==> src/rtl/hilo_mult_sequencer_pkg.sv <==
// ---------------------------------------------------------------------------
// hilo_mult_sequencer_pkg
// Shared definitions for the HI/LO multiply sequencer and the ALU decoder:
//   - ALUControl codes that the sequencer acts on (MULT, MTHI, MTLO, MFHI, MFLO)
//   - default operand width and iteration count
//   - FSM state encoding of the sequencer
//   - helper that classifies HI/LO access instructions
// ---------------------------------------------------------------------------
package hilo_mult_sequencer_pkg;

    localparam int DEFAULT_WIDTH       = 32;
    // One radix-2 step per operand bit.
    localparam int DEFAULT_MULT_CYCLES = 32;

    localparam logic [4:0] ALU_MULT = 5'b10001;
    localparam logic [4:0] ALU_MTHI = 5'b01111;
    localparam logic [4:0] ALU_MTLO = 5'b10000;
    localparam logic [4:0] ALU_MFHI = 5'b01101;
    localparam logic [4:0] ALU_MFLO = 5'b01110;

    typedef enum logic [1:0] {
        ST_IDLE = 2'd0,
        ST_CALC = 2'd1,
        ST_SIGN = 2'd2
    } mult_state_t;

    // True for instructions that read or write HI/LO and therefore must wait
    // while a multiply is still producing its result.
    function automatic logic is_hilo_access(input logic [4:0] code);
        return (code == ALU_MFHI) || (code == ALU_MFLO) ||
               (code == ALU_MTHI) || (code == ALU_MTLO);
    endfunction

endpackage

==> src/rtl/hilo_mult_sequencer_if.sv <==
// ---------------------------------------------------------------------------
// hilo_mult_sequencer_if
// Bundles the decoder/datapath-facing signals of the multiply sequencer.
//   alu_control  decoder -> sequencer  ALUControl code
//   unsigned_op  decoder -> sequencer  1 = multu, 0 = mult
//   rs_data      decoder -> sequencer  multiplicand / mthi-mtlo write data
//   rt_data      decoder -> sequencer  multiplier
//   hi, lo       sequencer -> pipeline registered HI/LO
//   busy         sequencer -> pipeline multiply in progress
//   done         sequencer -> pipeline one-cycle pulse after HI/LO update
//   stall        sequencer -> pipeline hold PC and register-file write
// master = pipeline/decoder side, slave = sequencer side.
// ---------------------------------------------------------------------------
interface hilo_mult_sequencer_if #(
    parameter int WIDTH = 32
);
    logic [4:0]       alu_control;
    logic             unsigned_op;
    logic [WIDTH-1:0] rs_data;
    logic [WIDTH-1:0] rt_data;
    logic [WIDTH-1:0] hi;
    logic [WIDTH-1:0] lo;
    logic             busy;
    logic             done;
    logic             stall;

    modport master (
        output alu_control, unsigned_op, rs_data, rt_data,
        input  hi, lo, busy, done, stall
    );

    modport slave (
        input  alu_control, unsigned_op, rs_data, rt_data,
        output hi, lo, busy, done, stall
    );
endinterface

==> src/rtl/hilo_mult_sequencer_mult_iter_datapath.sv <==
// ---------------------------------------------------------------------------
// mult_iter_datapath
// Iterative radix-2 shift-add multiplier core: operand magnitude latches,
// 2*WIDTH accumulator and step counter. Sign handling of the final product is
// left to the controller, which uses the latched neg flag.
//   clk, rst_n    clock, asynchronous active-low reset
//   load          latch operands and clear accumulator/counter
//   step          perform one shift-add step
//   unsigned_op   operands are unsigned when 1
//   rs_data       multiplicand
//   rt_data       multiplier
//   acc           unsigned magnitude product accumulator
//   neg           product must be negated
//   last_step     current step is the final one
// ---------------------------------------------------------------------------
module mult_iter_datapath #(
    parameter int WIDTH       = 32,
    parameter int MULT_CYCLES = 32
) (
    input  logic                 clk,
    input  logic                 rst_n,
    input  logic                 load,
    input  logic                 step,
    input  logic                 unsigned_op,
    input  logic [WIDTH-1:0]     rs_data,
    input  logic [WIDTH-1:0]     rt_data,
    output logic [2*WIDTH-1:0]   acc,
    output logic                 neg,
    output logic                 last_step
);
    localparam int CNT_W = $clog2(MULT_CYCLES) + 1;

    logic [2*WIDTH-1:0] mcand_reg;
    logic [WIDTH-1:0]   mplier_reg;
    logic [2*WIDTH-1:0] acc_reg;
    logic [CNT_W-1:0]   count_reg;
    logic               neg_reg;

    logic               rs_neg;
    logic               rt_neg;
    logic [WIDTH-1:0]   rs_mag;
    logic [WIDTH-1:0]   rt_mag;
    logic [2*WIDTH-1:0] addend;

    // Magnitude of the most negative value wraps back to 2^(WIDTH-1), which
    // is exactly right when read as an unsigned number.
    assign rs_neg = ~unsigned_op & rs_data[WIDTH-1];
    assign rt_neg = ~unsigned_op & rt_data[WIDTH-1];
    assign rs_mag = rs_neg ? (~rs_data + 1'b1) : rs_data;
    assign rt_mag = rt_neg ? (~rt_data + 1'b1) : rt_data;

    // Partial product for this step: shifted multiplicand gated by the
    // current multiplier LSB.
    genvar gi;
    generate
        for (gi = 0; gi < 2*WIDTH; gi++) begin : g_addend
            assign addend[gi] = mcand_reg[gi] & mplier_reg[0];
        end
    endgenerate

    always_ff @(posedge clk or negedge rst_n) begin
        if (!rst_n) begin
            mcand_reg  <= '0;
            mplier_reg <= '0;
            acc_reg    <= '0;
            count_reg  <= '0;
            neg_reg    <= 1'b0;
        end else if (load) begin
            mcand_reg  <= {{WIDTH{1'b0}}, rs_mag};
            mplier_reg <= rt_mag;
            acc_reg    <= '0;
            count_reg  <= '0;
            neg_reg    <= rs_neg ^ rt_neg;
        end else if (step) begin
            acc_reg    <= acc_reg + addend;
            mcand_reg  <= mcand_reg << 1;
            mplier_reg <= mplier_reg >> 1;
            count_reg  <= count_reg + 1'b1;
        end
    end

    assign acc       = acc_reg;
    assign neg       = neg_reg;
    assign last_step = step && (count_reg == CNT_W'(MULT_CYCLES - 1));

endmodule

==> src/rtl/hilo_mult_sequencer.sv <==
// ---------------------------------------------------------------------------
// hilo_mult_sequencer
// HI/LO register pair with an iterative multiplier for mult/multu, plus
// mthi/mtlo writes and the pipeline stall request.
//   clk    clock, all state changes on its rising edge
//   rst_n  asynchronous active-low reset
//   bus    slave side of hilo_mult_sequencer_if (alu_control, unsigned_op,
//          rs_data, rt_data in; hi, lo, busy, done, stall out)
// A product becomes visible in HI/LO MULT_CYCLES+1 edges after the start edge;
// done follows for one cycle, during which stall is released so the held
// mult instruction retires without starting again.
// ---------------------------------------------------------------------------
module hilo_mult_sequencer
    import hilo_mult_sequencer_pkg::*;
#(
    parameter int WIDTH       = DEFAULT_WIDTH,
    parameter int MULT_CYCLES = DEFAULT_MULT_CYCLES
) (
    input  logic                   clk,
    input  logic                   rst_n,
    hilo_mult_sequencer_if.slave   bus
);
    mult_state_t        state_reg;
    mult_state_t        state_next;
    logic               done_reg;
    logic [WIDTH-1:0]   hi_reg;
    logic [WIDTH-1:0]   lo_reg;

    logic               start;
    logic               busy;
    logic               hilo_blocked;
    logic               last_step;
    logic               neg;
    logic [2*WIDTH-1:0] acc;
    logic [2*WIDTH-1:0] product;

    // ~done_reg keeps the still-present mult from relaunching in the cycle it
    // retires.
    assign start        = (bus.alu_control == ALU_MULT) && (state_reg == ST_IDLE) && !done_reg;
    assign busy         = (state_reg == ST_CALC) || (state_reg == ST_SIGN);
    assign hilo_blocked = busy && is_hilo_access(bus.alu_control);

    mult_iter_datapath #(
        .WIDTH       (WIDTH),
        .MULT_CYCLES (MULT_CYCLES)
    ) u_datapath (
        .clk         (clk),
        .rst_n       (rst_n),
        .load        (start),
        .step        (state_reg == ST_CALC),
        .unsigned_op (bus.unsigned_op),
        .rs_data     (bus.rs_data),
        .rt_data     (bus.rt_data),
        .acc         (acc),
        .neg         (neg),
        .last_step   (last_step)
    );

    assign product = neg ? (~acc + 1'b1) : acc;

    always_comb begin
        state_next = state_reg;
        case (state_reg)
            ST_IDLE: if (start)     state_next = ST_CALC;
            ST_CALC: if (last_step) state_next = ST_SIGN;
            ST_SIGN:                state_next = ST_IDLE;
            default:                state_next = ST_IDLE;
        endcase
    end

    always_ff @(posedge clk or negedge rst_n) begin
        if (!rst_n) begin
            state_reg <= ST_IDLE;
            done_reg  <= 1'b0;
        end else begin
            state_reg <= state_next;
            done_reg  <= (state_reg == ST_SIGN);
        end
    end

    // HI/LO only change on the single SIGN cycle or on an idle move, so a
    // partial product is never visible.
    always_ff @(posedge clk or negedge rst_n) begin
        if (!rst_n) begin
            hi_reg <= '0;
            lo_reg <= '0;
        end else if (state_reg == ST_SIGN) begin
            {hi_reg, lo_reg} <= product;
        end else if (state_reg == ST_IDLE) begin
            if (bus.alu_control == ALU_MTHI) hi_reg <= bus.rs_data;
            if (bus.alu_control == ALU_MTLO) lo_reg <= bus.rs_data;
        end
    end

    assign bus.hi    = hi_reg;
    assign bus.lo    = lo_reg;
    assign bus.busy  = busy;
    assign bus.done  = done_reg;
    assign bus.stall = start | busy | hilo_blocked;

endmodule

==> src/flat_wrapper.sv <==
// flat-port wrapper written by rule: the top's interface ports become plain ports
module hilo_mult_sequencer_flat import hilo_mult_sequencer_pkg::*;
#(
    parameter int WIDTH       = DEFAULT_WIDTH,
    parameter int MULT_CYCLES = DEFAULT_MULT_CYCLES
)
  (clk, rst_n, bus_alu_control, bus_unsigned_op, bus_rs_data, bus_rt_data, bus_hi, bus_lo, bus_busy, bus_done, bus_stall);
  hilo_mult_sequencer_if #(.WIDTH(WIDTH)) bus_i ();
  input  logic clk;
  input  logic rst_n;
  input wire logic [$bits(bus_i.alu_control)-1:0] bus_alu_control;
  input wire logic [$bits(bus_i.unsigned_op)-1:0] bus_unsigned_op;
  input wire logic [$bits(bus_i.rs_data)-1:0] bus_rs_data;
  input wire logic [$bits(bus_i.rt_data)-1:0] bus_rt_data;
  output wire logic [$bits(bus_i.hi)-1:0] bus_hi;
  output wire logic [$bits(bus_i.lo)-1:0] bus_lo;
  output wire logic [$bits(bus_i.busy)-1:0] bus_busy;
  output wire logic [$bits(bus_i.done)-1:0] bus_done;
  output wire logic [$bits(bus_i.stall)-1:0] bus_stall;
  assign bus_i.alu_control = bus_alu_control;
  assign bus_i.unsigned_op = bus_unsigned_op;
  assign bus_i.rs_data = bus_rs_data;
  assign bus_i.rt_data = bus_rt_data;
  assign bus_hi = bus_i.hi;
  assign bus_lo = bus_i.lo;
  assign bus_busy = bus_i.busy;
  assign bus_done = bus_i.done;
  assign bus_stall = bus_i.stall;
  hilo_mult_sequencer #(.WIDTH(WIDTH), .MULT_CYCLES(MULT_CYCLES)) u_core (.clk(clk), .rst_n(rst_n), .bus(bus_i));
endmodule
==> config.mk <==
export PLATFORM = sky130hd
export DESIGN_NAME = hilo_mult_sequencer_flat
export DESIGN_NICKNAME = d
export VERILOG_FILES = /design/src/rtl/hilo_mult_sequencer_pkg.sv /design/src/rtl/hilo_mult_sequencer_if.sv /design/src/rtl/hilo_mult_sequencer_mult_iter_datapath.sv /design/src/rtl/hilo_mult_sequencer.sv /design/src/flat_wrapper.sv
export SDC_FILE = /design/constraint.sdc
export NUM_CORES = 1
export LEC_CHECK = 0
export ABC_AREA = 0
export CAP_MARGIN = 20
export CORE_MARGIN = 8
export CORE_UTILIZATION = 45
export CTS_BUF_LIST = sky130_fd_sc_hd__clkbuf_4 sky130_fd_sc_hd__clkbuf_8
export DETAILED_ROUTE_END_ITERATION = 12
export GPL_TIMING_DRIVEN = 1
export PLACE_DENSITY_LB_ADDON = 0.1
export SYNTH_ARGS = -nofsm -noshare
export SYNTH_HDL_FRONTEND = slang
export SYNTH_HIERARCHICAL = 1
export SYNTH_SLANG_ARGS = --single-unit
==> constraint.sdc <==
create_clock -name clk -period 10.1 [get_ports clk]
set_input_delay 2.02 -clock clk [delete_from_list [all_inputs] [get_ports clk]]
set_output_delay 2.02 -clock clk [all_outputs]
set_load 0.005 [all_outputs]
==> Word-level counts from Yosys, hierarchy flattened <==
Index checks and enable logic that the tools add are counted.
{ "word_totals": {"regBits": 234, "in_bits": 72, "output_inout_bits": 67, "word_cells": 134} }
{ "classes": {"add_sub_neg": 5, "n_eq_ne": 10, "mux": 20, "bitwise": 73, "n_reduce_logical": 17} }
{ "ops": {"columns": ["op", "count"], "rows": [
  ["$mux 32", 10],
  ["$mux 64", 5],
  ["$and 1x1->1", 66],
  ["$add 32x1->32 const B", 2],
  ["$add 64x1->64 const B", 1],
  ["$add 64x64->64", 1],
  ["$not 32->32", 2],
  ["$not 64->64", 1],
  ["$eq 5x4->1 const B", 3],
  ["$mux 6", 2],
  ["$eq 5x5->1 const B", 2],
  ["$reduce_bool 2->1", 4],
  ["$add 6x1->6 const B", 1],
  ["$eq 6x5->1 const B", 1],
  ["$reduce_and 2->1", 3],
  ["$logic_and 1x1->1", 4],
  ["$logic_or 1x1->1", 4],
  ["$mux 2", 2],
  ["$ne 2x1->1 const B", 2],
  ["$pmux 2 s2", 1],
  ["$eq 2x1->1 const B", 1],
  ["$eq 2x2->1 const B", 1],
  ["$logic_not 2->1", 1],
  ["$or 1x1->1", 2],
  ["3 further kinds", 3]
]} }

==> Logic depth before layout (Yosys ltp) <==
{ "logic_depth": {"depth_word": 6, "depth_mapped": 17, "depth_no_buf": 15} }

==> By module <==
Netlist, hierarchy kept.
{ "by_module_without_submodules": {"columns": ["module", "n_inst", "cells_per_inst", "area_per_inst_um2", "seq_area_each_um2"], "rows": [
  ["mult_iter_datapath", 1, 1427, 12366.9, 4179.0],
  ["hilo_mult_sequencer", 1, 538, 4744.6, 1676.6]
]} }

==> Least setup slack after synthesis <==
Ideal clock, no wire load.
{ "synth_path": {"path_kind": "input to output", "start": "input port bus_alu_control[1]", "end": "output port bus_stall", "t_arrival_ns": 3.097, "t_required_ns": 8.080, "slack_ns": 4.983, "path_stages": 3, "path_buffers": 0, "cell_sequence": "or4_1 > or3b_2 > nand2b_1"} }
{ "synth_via": {"elab_chain_len": 6, "word_cells_on_any_way": 13, "cone_classes": "5 x eq/ne; 2 x bitwise; 6 x reduce/logical"} }
{ "synth_lines": {"columns": ["item", "line", "source"], "rows": [
  ["start, declared", "flat_wrapper.sv:11", "input wire logic [$bits(bus_i.alu_control)-1:0] bus_alu_control;"],
  ["$eq 5x4->1", "hilo_mult_sequencer_pkg.sv:30", "return (code == ALU_MFHI) || (code == ALU_MFLO) ||"],
  ["$logic_or 1x1->1 (2 in series)", "hilo_mult_sequencer_pkg.sv:30", null],
  ["$logic_or 1x1->1", "hilo_mult_sequencer_pkg.sv:31", "(code == ALU_MTHI) || (code == ALU_MTLO);"],
  ["$logic_and 1x1->1", "hilo_mult_sequencer.sv:41", "assign hilo_blocked = busy && is_hilo_access(bus.alu_control);"],
  ["$or 1x1->1 (*)", "hilo_mult_sequencer.sv:99", "assign bus.stall = start | busy | hilo_blocked;"],
  ["end, declared", "flat_wrapper.sv:19", "output wire logic [$bits(bus_i.stall)-1:0] bus_stall;"]
]} }
Every way passes the cells marked *; elsewhere a longest branch is shown, timed or not.

==> Worst setup path in the final report <==
{ "layout_path": {"start": "input port bus_alu_control[4]", "end": "output port bus_stall"} }
Same word-level chain as after synthesis.

==> qor.txt <==
CP Class = primary input to output pin
Largest net degree at the start of global routing = 124
Starting density of the core = 45.5%
Peak per-stage delay on the critical path = 0.53 ns
Switching share of power = 45.3%
Max FO, Critical Path = 3
Skew-Pair Late Insertion Delay = 0.63 ns
Routing usage on met3 = 4.72%
Layout area overhead = 16.1%
Setup Skew = 0.0316 ns
Worst slew pin tran = 1.08 ns
Length of the first detailed-routing pass in iterations = 5
Hold-fix buffers, CTS = 0
Met1 usage = 32.9%
Mapped Area = 0.0171 mm²
Routability cong. = 0.915
Synth cell types = 92
Final non-filler cell total = 2,596
Hold Path Class = register to register
HPWL after DPL = 37,800 µm
Met2 Use GR = 35.3%
Syn_nets = 2,109
Pint = 3.86 mW
FF+latch count, synth = 234
Most used cell, CP = clkdlybuf4s50_1
Most frequent cells after synthesis = dfrtp_1 (234), nand2_1 (186), nor2_1 (168)
Share of cells above drive strength 1 = 7.87%
Synth Flop Type = dfrtp_1
CTS buffer count = 45
Psw = 3.20 mW
DP Cell Count = 2,515
CP Data Arrival Time = 4.11 ns
Slowest cell on crit path = or3b_2
Root Driver = clkbuf_8
Async S/R FF share, synth = 100%
Register area share after synthesis = 34.2%
Worst IR drop on VDD = 0.179 mV
Buffers on Ports = 138
Pwr/cell area = 356 mW/mm²
I/O Pins = 139
WL per Instance = 20.1 µm
Setup TNS = 0 ns
Leak = 8.57 nW
Core area = 0.0376 mm²
Setup Slack @ Placement = 3.96 ns
Gate power share = 57.4%
Number of flops mapped to enable cells by yosys = 0
WL final = 52,100 µm
CTS clk-pin slew, worst paths = 0.05 ns
Chip width = 211 µm
Period utilization = 60.7%
Reg power frac = 27.5%
Post-Syn Instances = 1,965
Post-synth top area share = 34.2%
CTS tree = done
Final min period = 6.13 ns
Nets = 2,195
Fmax = 163 MHz
TritonCTS sink count = 234
Drt drc = 0
Final WS setup = 3.97 ns
Worst slew margin relative to its limit = 28.2%
Status = completed
Die area = 0.0445 mm²
H-tree levels = 2
R2r setup slk = 5.80 ns
1st-iter DRT viols = 1,212
Unrepaired setup endpoints after global routing = no
Synth top area cells = dfrtp_1 (34%), mux2i_1 (7.8%), xor2_1 (5.2%)
Initial antenna violation count = 0
Max-cap violations = 0
First-pass GRT wire length = 83,100 µm
Height of the die = 211 µm
Final setup vio count = 0
Worst setup SP type = primary input
Number of global-route vias before repair = 14,800
CP Cell Sequence = clkdlybuf4s50_1 > nand2_1 > or4_1 > or3b_2 > nand2b_1 > clkdlybuf4s50_1
Area leader, netlist = dfrtp_1
Post-CTS setup buffer count = 0
Clock network fraction of total power = 15.2%
Post-Synthesis Mean Instance Area = 8.71 µm²
Final Hold Fails = 0
Gr ovfl total = 0
All-Layer GR Usage = 23.3%
Cell Rows = 71
Via Count = 15,000
CTS max path bufs = 3
Synth warn = 6
Vias/cell = 5.78
CTS resizes = 0
Most frequent cell after synthesis = dfrtp_1
Endpoint type of the worst setup path = output pin
DRT antenna net count = 0
Fin. max-slew vios = 0
GRT Max-Usage Layer = met2
Critical path required time = 8.08 ns
==> metal layers <==
metal | vias to the layer above | wire, µm
li1 | 7239 | -
met1 | 7173 | 24300
met2 | 493 | 22700
met3 | 94 | 3670
met4 | 0 | 1430
met5 | - | 0
==> cell type report <==
class / instances / area (µm²)
clock buffers: 70 / 882
clock inverters: 10 / 130
inverters: 37 / 144
well taps: 511 / 639
diodes: 1 / 2.50
flip-flops and latches: 234 / 5860
multi-input cells: 1583 / 10700
fillers: 3619 / 17700
repair buffers: 150 / 1480
==> path summary, 6_finish.rpt <==
check | from | end | depth (start not counted)
min reg2reg | u_core/u_datapath/mplier_reg[31] | u_core/u_datapath/mplier_reg[31] | 2
min in group asynchronous | rst_n | u_core/bus.lo[0] | 1
max reg2reg | u_core/u_datapath/mplier_reg[0] | u_core/u_datapath/acc[58] | 16
max in group asynchronous | rst_n | u_core/u_datapath/neg | 2
max | bus_alu_control[4] | bus_stall | 6
min | u_core/u_datapath/mplier_reg[31] | u_core/u_datapath/mplier_reg[31] | 2
==> critical path: cells and delay by family <==
kind	cells	cell delay [ns]
buffers and inverters	2	0.99
AND/OR/NAND/NOR	4	1.08
==> through the flow <==
| step | hold WS, ns | instance area (µm²) | util, % | total power [mW] |
|---|---|---|---|---|
| CTS | 0.492 | 19900 | 52.8 | 7.07 |
| finish | 0.487 | 19900 | 52.8 | 7.07 |
| global route | 0.549 | 19900 | 52.8 | 7.65 |
| floorplan | 0.447 | 17100 | - | 4.74 |
| detailed placement | 0.477 | 18800 | 50.1 | 5.96 |
| global placement | 0.482 | 18800 | 50.1 | 5.89 |
==> power groups by stage <==
stage | Combinational [mW] | Clock (mW) | Sequential (mW)
final | 4.05 | 1.07 | 1.94
after global routing | 4.51 | 1.14 | 2.00
after CTS | 4.04 | 1.10 | 1.93
after detailed placement | 4.02 | 0 | 1.94
after global placement | 3.96 | 0 | 1.93
after floorplan | 3.00 | 0 | 1.74
==> cell usage in the layout (no fill, tap or decap), types with 7 or more instances in the layout <==
cell             count
o21ai_1              7
o41ai_1             14
ha_1                69
nand2b_1            17
o211ai_1             8
nor2b_1             45
mux2i_1            134
or3_1               16
xor2_1             102
o21ai_0            145
a31oi_1             15
and3_1               7
nand3_1             25
a21o_1              33
clkdlybuf4s50_1    137
a21oi_1            154
mux2_2              21
inv_1               35
dfrtp_1            233
clkbuf_4            13
xnor2_1             75
o21bai_1             9
nand2_1            186
o31ai_1             24
or2_2               10
nand4_1             31
a211oi_1            48
nor2_1             167
nor3_1              20
buf_4               11
and2_1              63
nor4_1              16
or4_1               18
o21a_1              10
clkbuf_8            57
==> kinds of logic after synthesis <==
group,count (synthesis),synth area share [%]
AOI/OAI and AO/OA,520,19.3
xor gates and xnor gates,177,9.06
adders and majority gates,72,5.31
buffers and inverters,148,3.32
DFF,234,34.2
muxes,156,9.29
and+or+nand+nor,658,19.5
Power figures use the tool's default switching activity.
==> RTL edit (config.mk and constraints unchanged) <==
Encoding of `mult_state_t`: now one-hot (3 bits for 3 states).
--- a/src/rtl/hilo_mult_sequencer_pkg.sv
+++ b/src/rtl/hilo_mult_sequencer_pkg.sv
@@ -20,6 +20,6 @@
 
-    typedef enum logic [1:0] {
-        ST_IDLE = 2'd0,
-        ST_CALC = 2'd1,
-        ST_SIGN = 2'd2
+    typedef enum logic [2:0] {
+        ST_IDLE = 3'b001,
+        ST_CALC = 3'b010,
+        ST_SIGN = 3'b100
     } mult_state_t;
Function: same outputs for any inputs over 4 cycles, from zero or initial values and one cycle with rst_n low; so few cycles prove little.
==> RTL edit against the original RTL <==
- setup slack gained 250 ps
- sequential cell count rose by 1
- synthesized cell count increased by 1.2%
- area after synthesis fell by 0.53%
- cell area down 0.65%
- count of clock-buffer cells in the layout rose by 1
- first-iteration DRC count is 12% lower
- routed wire length grew 1.1%
- die area decreased by 0.49%
- non-clock buffer count increased by 4
- global-route usage is 0.13 points higher
Power is not compared: it rests on default switching activity, and its combinational part moved more than twofold at a synthesized area within 25%.
==> RTL edit: results (changes against the original RTL) <==
| Metric | Value |
|---|---|
| Clock net power | `1.04 mW` |
| Fraction of met1 tracks used by global routing | `34.34% (+1.5 points)` |
| Met3 usage | `4.144% (-0.57 points)` |
| Worst Path Arrival | `3860 ps (-250 ps)` |
| Clock Path Buffers | `3 (unchanged)` |
| CP startpoint | `bus_alu_control[1]` |
| Largest area contributor in the netlist | `dfrtp_1` |
| Total Power | `3.542 mW` |
| Main area contributors after synthesis | `dfrtp_1, mux2i_1, nand2_1, xnor2_1, ha_1` |
| First-pass GRT wire length | `83080 µm (about the same)` |
| Pin count of the biggest net entering global routing | `114 (-8.1%)` |
| Rel. slew slack | `24.50% (-3.7 points)` |
| Placer Congestion | `0.9141 (about the same)` |
| Vias in the first global route | `14710 (-0.89%)` |
| First-pass DRT Iterations | `5 (unchanged)` |
| CTS resizes | `0 (unchanged)` |
| Ys async rst share | `100.0% (unchanged)` |
| Netlist cell types | `96 (+4.3%)` |
| Status | `complete, no violations` |
| Final HPWL from detailed placement | `38220 µm (+0.99%)` |
| CTS Buf Count | `46 (+2.2%)` |
| Vias per Instance | `5.708 (-1.2%)` |
| Routed Wire Length | `52710 µm (+1.1%)` |
| Final Net Count | `2218 (+1.0%)` |
| Post-Syn Instances | `1988 (+1.2%)` |
| Setup WS pre-CTS | `4160 ps (+195.4 ps)` |
| Placed inst area | `0.01874 mm² (-0.55%)` |
| Sw frac | `36.15%` |
| Warnings from Yosys | `6 (unchanged)` |
| Layout cell share with drive strength beyond 1 | `7.292% (-0.58 points)` |
| GRT Total Usage | `23.41% (+0.13 points)` |
| Final Hold Viols | `0 (unchanged)` |
| Clock Skew | `42.74 ps (+11.17 ps)` |
| Clk slew on worst S/H paths | `60 ps` |
| Hold Path Class | `reg -> reg` |
| Worst r2r src | `u_core/u_datapath/mplier_reg[0]` |
| Detailed Route Iter0 Violations | `1065 (-12%)` |
| Worst path slowest cell | `clkdlybuf4s50_1` |
| CP peak stage delay | `540 ps` |
| Comb power frac | `33.4%` |
| Antenna diode count | `0 (-1)` |
| Number of fill cells | `3584 (-0.97%)` |
| Sequential fraction of the synthesis area | `34.56% (+0.34 points)` |
| Commonest cells post-synth | `nand2_1, dfrtp_1, nor2_1` |
| Met2 Track Usage GR | `34.28% (-0.98 points)` |
| Syn Nets | `2128 (+0.90%)` |
| DP Cell Count | `2541 (+1.0%)` |
| Finished Layout Cells | `2623 (+1.0%)` |
[RTL edit: cell types whose count changed in the layout (fill, tap and decap cells not counted), moves of 14 or more]
cell,delta
a31oi_1,+14
xor2_1,-24
mux2i_1,+15
nor2b_1,-29
mux2_2,-20
nand2_1,+87
and3_1,+23
xnor2_1,+22
a211oi_1,-29
a21oi_1,-27
[RTL edit: critical path: cells and delay by family]
family | cells | cell delay [ps]
buffers and inverters | 2 | 950
AND/OR/NAND/NOR | 3 | 890
[RTL edit: area by class of cell]
type	instances	area (µm²)	area share (%)
well taps	511	639.4	3.241
clock inverters	11	87.58	0.4439
inverters	36	145.1	0.7356
flip-flops and latches	235	5883	29.82
clock buffers	71	902.1	4.572
repair buffers	154	1506	7.635
multi-input cells	1605	10570	53.55
[RTL edit: per-layer routing]
layer	routed length [µm]	vias up
met3	3401	78
met2	22150	479
met1	25880	7176
met5	0	-
li1	-	7240
met4	1279	0
[RTL edit: final timing paths]
check                           slack [ps]                               end
worst min register to register         490  u_core/u_datapath/mplier_reg[31]
min in group asynchronous             1450    u_core/u_datapath/mcand_reg[2]
worst min-delay path                   490  u_core/u_datapath/mplier_reg[31]
worst max register to register        5800         u_core/u_datapath/acc[62]
max in group asynchronous             7130         u_core/u_datapath/acc[59]
worst max-delay path                  4220                         bus_stall
[RTL edit: cells by family after synthesis]
logic type / after synthesis / share of synthesized area, %
AND/OR/NAND/NOR: 725 / 20.84
AO/OA/AOI/OAI: 486 / 18.24
flip-flops: 235 / 34.56
XOR/XNOR: 175 / 9.005
multiplexers: 151 / 8.895
buffers and inverters: 148 / 3.418
adder cells (fa/ha/maj): 68 / 5.043
